## config.mk

```make
export PLATFORM = sky130hd
export DESIGN_NAME = spi_mem_loader
export DESIGN_NICKNAME = d
export VERILOG_FILES = /design/src/rtl/snn_mem_pkg.sv /design/src/rtl/spi_sync_edge.sv /design/src/rtl/spi_mem_loader.sv
export SDC_FILE = /design/constraint.sdc
export NUM_CORES = 1
export LEC_CHECK = 0
export CORE_MARGIN = 3
export CORE_UTILIZATION = 30
export CTS_CLUSTER_SIZE = 28
export DETAILED_ROUTE_END_ITERATION = 8
export PLACE_DENSITY_LB_ADDON = 0.12
export SYNTH_ARGS = -nofsm -noshare
export SYNTH_HDL_FRONTEND = slang
export SYNTH_HIERARCHICAL = 1
export SYNTH_SLANG_ARGS = --single-unit
```

## constraint.sdc

```tcl
create_clock -name clk -period 3.4 [get_ports clk]
set_clock_uncertainty 0.05 [all_clocks]
set_input_delay 0.68 -clock clk [delete_from_list [all_inputs] [get_ports clk]]
set_output_delay 0.68 -clock clk [all_outputs]
set_load 0.005 [all_outputs]
```

## src/rtl/snn_mem_pkg.sv

```systemverilog
// Shared constants and FSM state type for the SNN weight/delay memory loader.
package snn_mem_pkg;

  localparam int MEM_DEPTH = 320;
  localparam int ADDR_W    = 9;

  localparam int         HDR_WR_BIT    = 7;
  localparam int         HDR_A8_BIT    = 0;
  localparam logic [7:0] HDR_RSVD_MASK = 8'h7E;

  typedef enum logic [2:0] {
    IDLE,
    HDR,
    ADDR,
    DATA,
    DRAIN
  } state_t;

endpackage

```

## src/rtl/spi_sync_edge.sv

```systemverilog
// Synchronises the SPI pins into the clk domain and detects sclk rise and cs_n edges.
module spi_sync_edge #(
  parameter int SYNC_STAGES = 2
) (
  input  logic clk,
  input  logic reset,
  input  logic sclk,
  input  logic cs_n,
  input  logic mosi,
  output logic sclk_rise,
  output logic cs_fall,
  output logic cs_rise,
  output logic mosi_s
);

  logic [SYNC_STAGES-1:0] sclk_sync;
  logic [SYNC_STAGES-1:0] cs_sync;
  logic [SYNC_STAGES-1:0] mosi_sync;
  logic                   sclk_prev;
  logic                   cs_prev;

  // cs_n history resets to "asserted" so a chip select still held low when
  // reset releases is not mistaken for a new frame start.
  always_ff @(posedge clk or posedge reset) begin
    if (reset) begin
      sclk_sync <= '0;
      cs_sync   <= '0;
      mosi_sync <= '0;
      sclk_prev <= 1'b0;
      cs_prev   <= 1'b0;
    end else begin
      // NOTE: non-blocking assignments let every stage sample the previous
      // stage's old value, which is what makes this a shift chain.
      sclk_sync <= {sclk_sync[SYNC_STAGES-2:0], sclk};
      cs_sync   <= {cs_sync[SYNC_STAGES-2:0], cs_n};
      mosi_sync <= {mosi_sync[SYNC_STAGES-2:0], mosi};
      sclk_prev <= sclk_sync[SYNC_STAGES-1];
      cs_prev   <= cs_sync[SYNC_STAGES-1];
    end
  end

  assign sclk_rise = sclk_sync[SYNC_STAGES-1] & ~sclk_prev;
  assign cs_fall   = cs_prev & ~cs_sync[SYNC_STAGES-1];
  assign cs_rise   = cs_sync[SYNC_STAGES-1] & ~cs_prev;
  assign mosi_s    = mosi_sync[SYNC_STAGES-1];

endmodule

```

## src/rtl/spi_mem_loader.sv

```systemverilog
// SPI mode-0 slave that streams bytes into the 320x8 weight/delay memory.
// Optional running XOR checksum enabled by SPI_MEM_LOADER_CHECKSUM_EN.
module spi_mem_loader
  import snn_mem_pkg::*;
#(
  parameter int MEM_DEPTH   = snn_mem_pkg::MEM_DEPTH,
  parameter int ADDR_W      = snn_mem_pkg::ADDR_W,
  parameter int SYNC_STAGES = 2
) (
  input  logic              clk,
  input  logic              reset,
  input  logic              sclk,
  input  logic              cs_n,
  input  logic              mosi,
  output logic [7:0]        mem_data,
  output logic [ADDR_W-1:0] mem_addr,
  output logic              mem_we,
  output logic              busy,
  output logic              frame_err,
  output logic [7:0]        checksum
);

  localparam logic [ADDR_W-1:0] LAST_ADDR = ADDR_W'(MEM_DEPTH - 1);

  logic sclk_rise, cs_fall, cs_rise, mosi_s;

  spi_sync_edge #(.SYNC_STAGES(SYNC_STAGES)) u_sync (
    .clk       (clk),
    .reset     (reset),
    .sclk      (sclk),
    .cs_n      (cs_n),
    .mosi      (mosi),
    .sclk_rise (sclk_rise),
    .cs_fall   (cs_fall),
    .cs_rise   (cs_rise),
    .mosi_s    (mosi_s)
  );

  state_t            state, state_next;
  logic [7:0]        shift_q;
  logic [2:0]        bit_cnt;
  logic [7:0]        rx_byte;
  logic              byte_done;
  logic              a8_q;
  logic [8:0]        start_addr;
  logic [ADDR_W-1:0] addr_cnt;
  logic              latch_a8, load_addr, do_write, set_err;

  assign rx_byte    = {shift_q[6:0], mosi_s};
  assign byte_done  = sclk_rise && (bit_cnt == 3'd7) && (state != IDLE);
  assign start_addr = {a8_q, rx_byte};
  assign busy       = (state != IDLE);

  always_ff @(posedge clk or posedge reset) begin
    if (reset) state <= IDLE;
    else       state <= state_next;
  end

  always_comb begin
    // NOTE: every output of this block gets a default first so no path
    // leaves a signal unassigned, which would infer a latch.
    state_next = state;
    latch_a8   = 1'b0;
    load_addr  = 1'b0;
    do_write   = 1'b0;
    set_err    = 1'b0;
    unique case (state)
      IDLE: if (cs_fall) state_next = HDR;
      HDR: begin
        if (byte_done) begin
          if (rx_byte[HDR_WR_BIT] && ((rx_byte & HDR_RSVD_MASK) == 8'h00)) begin
            latch_a8   = 1'b1;
            state_next = ADDR;
          end else begin
            set_err    = 1'b1;
            state_next = DRAIN;
          end
        end
      end
      ADDR: begin
        if (byte_done) begin
          if (int'(start_addr) >= MEM_DEPTH) begin
            set_err    = 1'b1;
            state_next = DRAIN;
          end else begin
            load_addr  = 1'b1;
            state_next = DATA;
          end
        end
      end
      DATA:    if (byte_done) do_write = 1'b1;
      DRAIN:   ;
      default: state_next = IDLE;
    endcase
    // A byte completing with the cs_n rise still takes effect above.
    if (cs_rise) state_next = IDLE;
  end

  always_ff @(posedge clk or posedge reset) begin
    if (reset) begin
      shift_q <= '0;
      bit_cnt <= '0;
    end else if (state == IDLE || cs_rise) begin
      shift_q <= '0;
      bit_cnt <= '0;
    end else if (sclk_rise) begin
      shift_q <= rx_byte;
      bit_cnt <= bit_cnt + 3'd1;
    end
  end

  always_ff @(posedge clk or posedge reset) begin
    if (reset) begin
      a8_q      <= 1'b0;
      addr_cnt  <= '0;
      mem_data  <= '0;
      mem_addr  <= '0;
      mem_we    <= 1'b0;
      frame_err <= 1'b0;
    end else begin
      mem_we <= do_write;
      if (latch_a8) a8_q <= rx_byte[HDR_A8_BIT];
      if (load_addr)
        addr_cnt <= ADDR_W'(start_addr);
      else if (do_write)
        addr_cnt <= (addr_cnt == LAST_ADDR) ? '0 : addr_cnt + 1'b1;
      if (do_write) begin
        mem_data <= rx_byte;
        mem_addr <= addr_cnt;
      end
      if (set_err) frame_err <= 1'b1;
    end
  end

`ifdef SPI_MEM_LOADER_CHECKSUM_EN
  logic [7:0] csum_q;

  always_ff @(posedge clk or posedge reset) begin
    if (reset)         csum_q <= '0;
    else if (cs_fall)  csum_q <= '0;
    else if (do_write) csum_q <= csum_q ^ rx_byte;
  end

  assign checksum = csum_q;
`else
  assign checksum = '0;
`endif

endmodule
```

==> flow_summary.ini <==
[logic_synthesis]
synth_warnings = 6
synthFlopType = dfrtp_1
seq_area_frac_synth_pct = 53.9
ys_ff_latch = 50
synth_edf_count = 0
synth_area_um2 = 2320
synth_cells = 231
synth-async-reset-ratio_pct = 100
synth_cell_types = 54
syn_avg_cell_area_um2 = 10.0

[placed_design]
dp_hpwl_um = 3410
dpl_cell_area_um2 = 2630
globalplace.congestion = 0.751
dp.cells = 347
port_buffers = 24
pre_cts_ws_ps = 1270

[cts]
path_clk_slew_ps = 100
numCtsBuffers = 5
cts_resized = 0
cts_buffer_depth = 2
clk_latency_ps = 300
cts_tree = yes
cts_root_buffer = clkbuf_8
cts_hold_buffers = 0
numClockSinks = 50
cts_setup_buffers = 0
htreeDepth = 2

[critical_path]
crit_fanout = 13
r2r_start = u_sync/sclk_sync[1]
ff2ff_setup_slack_ps = 1280
r2r_cells = 8
critPathLaunchType = register
end_kind = output pin
r2r_end = addr_cnt[3]
critPathArrivalTime_ps = 1620
cp.required_ps = 2670
setup.worst_path.class = reg -> out

[timing]
period_needed_ps = 2350
grt_setup_unrepaired = false
finalHoldViolations = 0
min_period_over_period_pct = 69.2
slew_violations = 0
tns_ps = 0
slew_headroom_pct = 63.2
fmax_ghz = 0.425
setup_viol = 0
tightestPinTransition_ps = 551
fin_ws_ps = 1050

[finish]
nets = 263
final_area_um2 = 2770
drive_gt1_share_pct = 7.42
fill_cells = 781
layout-area-overhead-vs-synth_pct = 19.4
utilization_pct = 37.6
finalNonFillerCells = 355
multi_input_area_um2 = 961
diodes = 0
seq_area_um2 = 1250

[floorplanning]
io_pins = 33
chipWidth_um = 94.0
die-area_um2 = 8830
start_util_pct = 31.5
die_h_um = 94.0
fp.coreArea_um2 = 7370
fp-row-count = 31

[global_route]
grt_use_met3_pct = 2.16
grt_max_degree = 43
met2_usage_pct = 18.2
grt_pass1_vias = 1603
busiest_layer = met2
grt_pass1_wl_um = 8270
grt_usage_pct = 11.8
grt_use_met1_pct = 17.0
overflow = 0
grt_antenna_before_repair = 0

[routing]
drt_iter0_drc = 110
ant_nets = 0
dr_total_vias = 1672
wire_per_inst_um = 13.8
drc_errors = 0
dr.pass1.iters = 4
finalWirelength_um = 4890
vias_per_cell = 4.71

[worst_hold_path]
hold_path.class = reg -> reg
hold_path_end = u_sync/cs_sync[1]
hold_start = u_sync/cs_sync[0]
hold_depth = 0

[power]
p_leak_nw = 1.28
switchingPower_mw = 0.323
p_per_area_nw_per_um2 = 472
internal_power_mw = 0.986
sw_frac_of_total_pct = 24.7
clockPowerShare_pct = 39.5
seqPwrFrac_pct = 50.2
power_frac_comb_pct = 10.3
ir_drop_mv = 0.150

[run_status]
status = complete, no violations

[job]
maxCapViolCount = 0
-- worst max-delay path by stage --
stage	to	cells past startpoint	slack, ps	start
2_1_floorplan	addr_cnt[4]	6	1590	bit_cnt[0]
3_3_place_gp	addr_cnt[3]	8	1300	u_sync/sclk_prev
3_5_place_dp	addr_cnt[3]	8	1270	u_sync/sclk_sync[1]
4_1_cts	busy	3	1030	state[1]
5_1_grt	busy	3	900	state[0]
6_report	busy	3	1050	state[0]
-- metal layers --
metal  vias up  routed length, µm
met2        36               2250
met4         0                 31
met1       814               2440
met5         -                  0
li1        820                  -
met3         2                165
-- sequential cells by signal, indices dropped and copies added (netlist names) --
signal            count
u_sync/sclk_sync      2
mem_we                1
mem_data              8
frame_err             1
a8_q                  1
u_sync/sclk_prev      1
u_sync/mosi_sync      2
state                 3
shift_q               7
mem_addr              9
u_sync/cs_sync        2
bit_cnt               3
addr_cnt              9
u_sync/cs_prev        1
-- synthesized netlist by cell type, types with 2 or more instances --
library cell / n / area, µm²
nand2_1: 56 / 210
dfrtp_1: 50 / 1250
nor2_1: 14 / 52.6
buf_4: 10 / 75.1
mux2i_1: 10 / 100
inv_1: 7 / 26.3
nand3_1: 5 / 25.0
o21ai_0: 5 / 25.0
nand2b_1: 4 / 25.0
o21ai_1: 4 / 20.0
a21oi_1: 3 / 15.0
and3_1: 3 / 18.8
buf_2: 3 / 15.0
clkbuf_1: 3 / 11.3
ha_1: 3 / 37.5
nand4_1: 3 / 18.8
nor2b_1: 3 / 18.8
nor3_1: 3 / 15.0
a211oi_1: 2 / 15.0
a221o_1: 2 / 20.0
and2_1: 2 / 12.5
o2bb2ai_1: 2 / 17.5
o311ai_1: 2 / 17.5
xnor2_1: 2 / 17.5
-- worst max-delay path: stages (launching register included) --
cell and delay (ps):
dfrtp_1 600, inv_1 120, nand2_1 110, clkdlybuf4s50_1 500
-- cell type report --
class	count	share of cell area, %
well taps	99	4.47
multi-input cells	163	34.7
repair buffers	27	9.48
inverters	8	1.08
clock inverters	2	2.17
flip-flops and latches	50	45.1
clock buffers	6	2.98
-- cell usage in the layout, fill, tap and decap left out, drive strengths merged, types with 4 or more instances in the layout --
cell type / n
conb: 8
o21ai: 9
nand2: 56
mux2i: 10
clkdlybuf4s50: 24
clkbuf: 6
nand3: 5
dfrtp: 50
nor2: 15
nand2b: 4
inv: 8
-- stage by stage --
stage / hold slack [ps] / total power, mW
CTS: 310 / 1.33
finish: 305 / 1.31
detailed placement: 286 / 0.808
global placement: 285 / 0.809
floorplan: 281 / 0.768
global route: 311 / 1.37
-- cells by family (layout without fill, tap and decap cells) --
group / Yosys count / after routing / share of synthesized area (%)
buf+inv: 25 / 43 / 5.82
simple gates: 105 / 105 / 22.3
flops: 50 / 50 / 53.9
other cells: 1 / 8 / 0.162
mux: 11 / 11 / 4.80
fa+ha+maj: 3 / 3 / 1.62
compound gates: 34 / 34 / 10.7
xor+xnor: 2 / 2 / 0.755
-- power by group through the flow --
stage                     clock network [mW]  logic [mW]  registers [mW]
after floorplan                            0       0.127           0.640
after global placement                     0       0.139           0.670
after detailed placement                   0       0.138           0.670
after CTS                              0.533       0.138           0.658
after global routing                   0.553       0.154           0.664
final                                  0.517       0.134           0.657
Power figures use the tool's default switching activity.
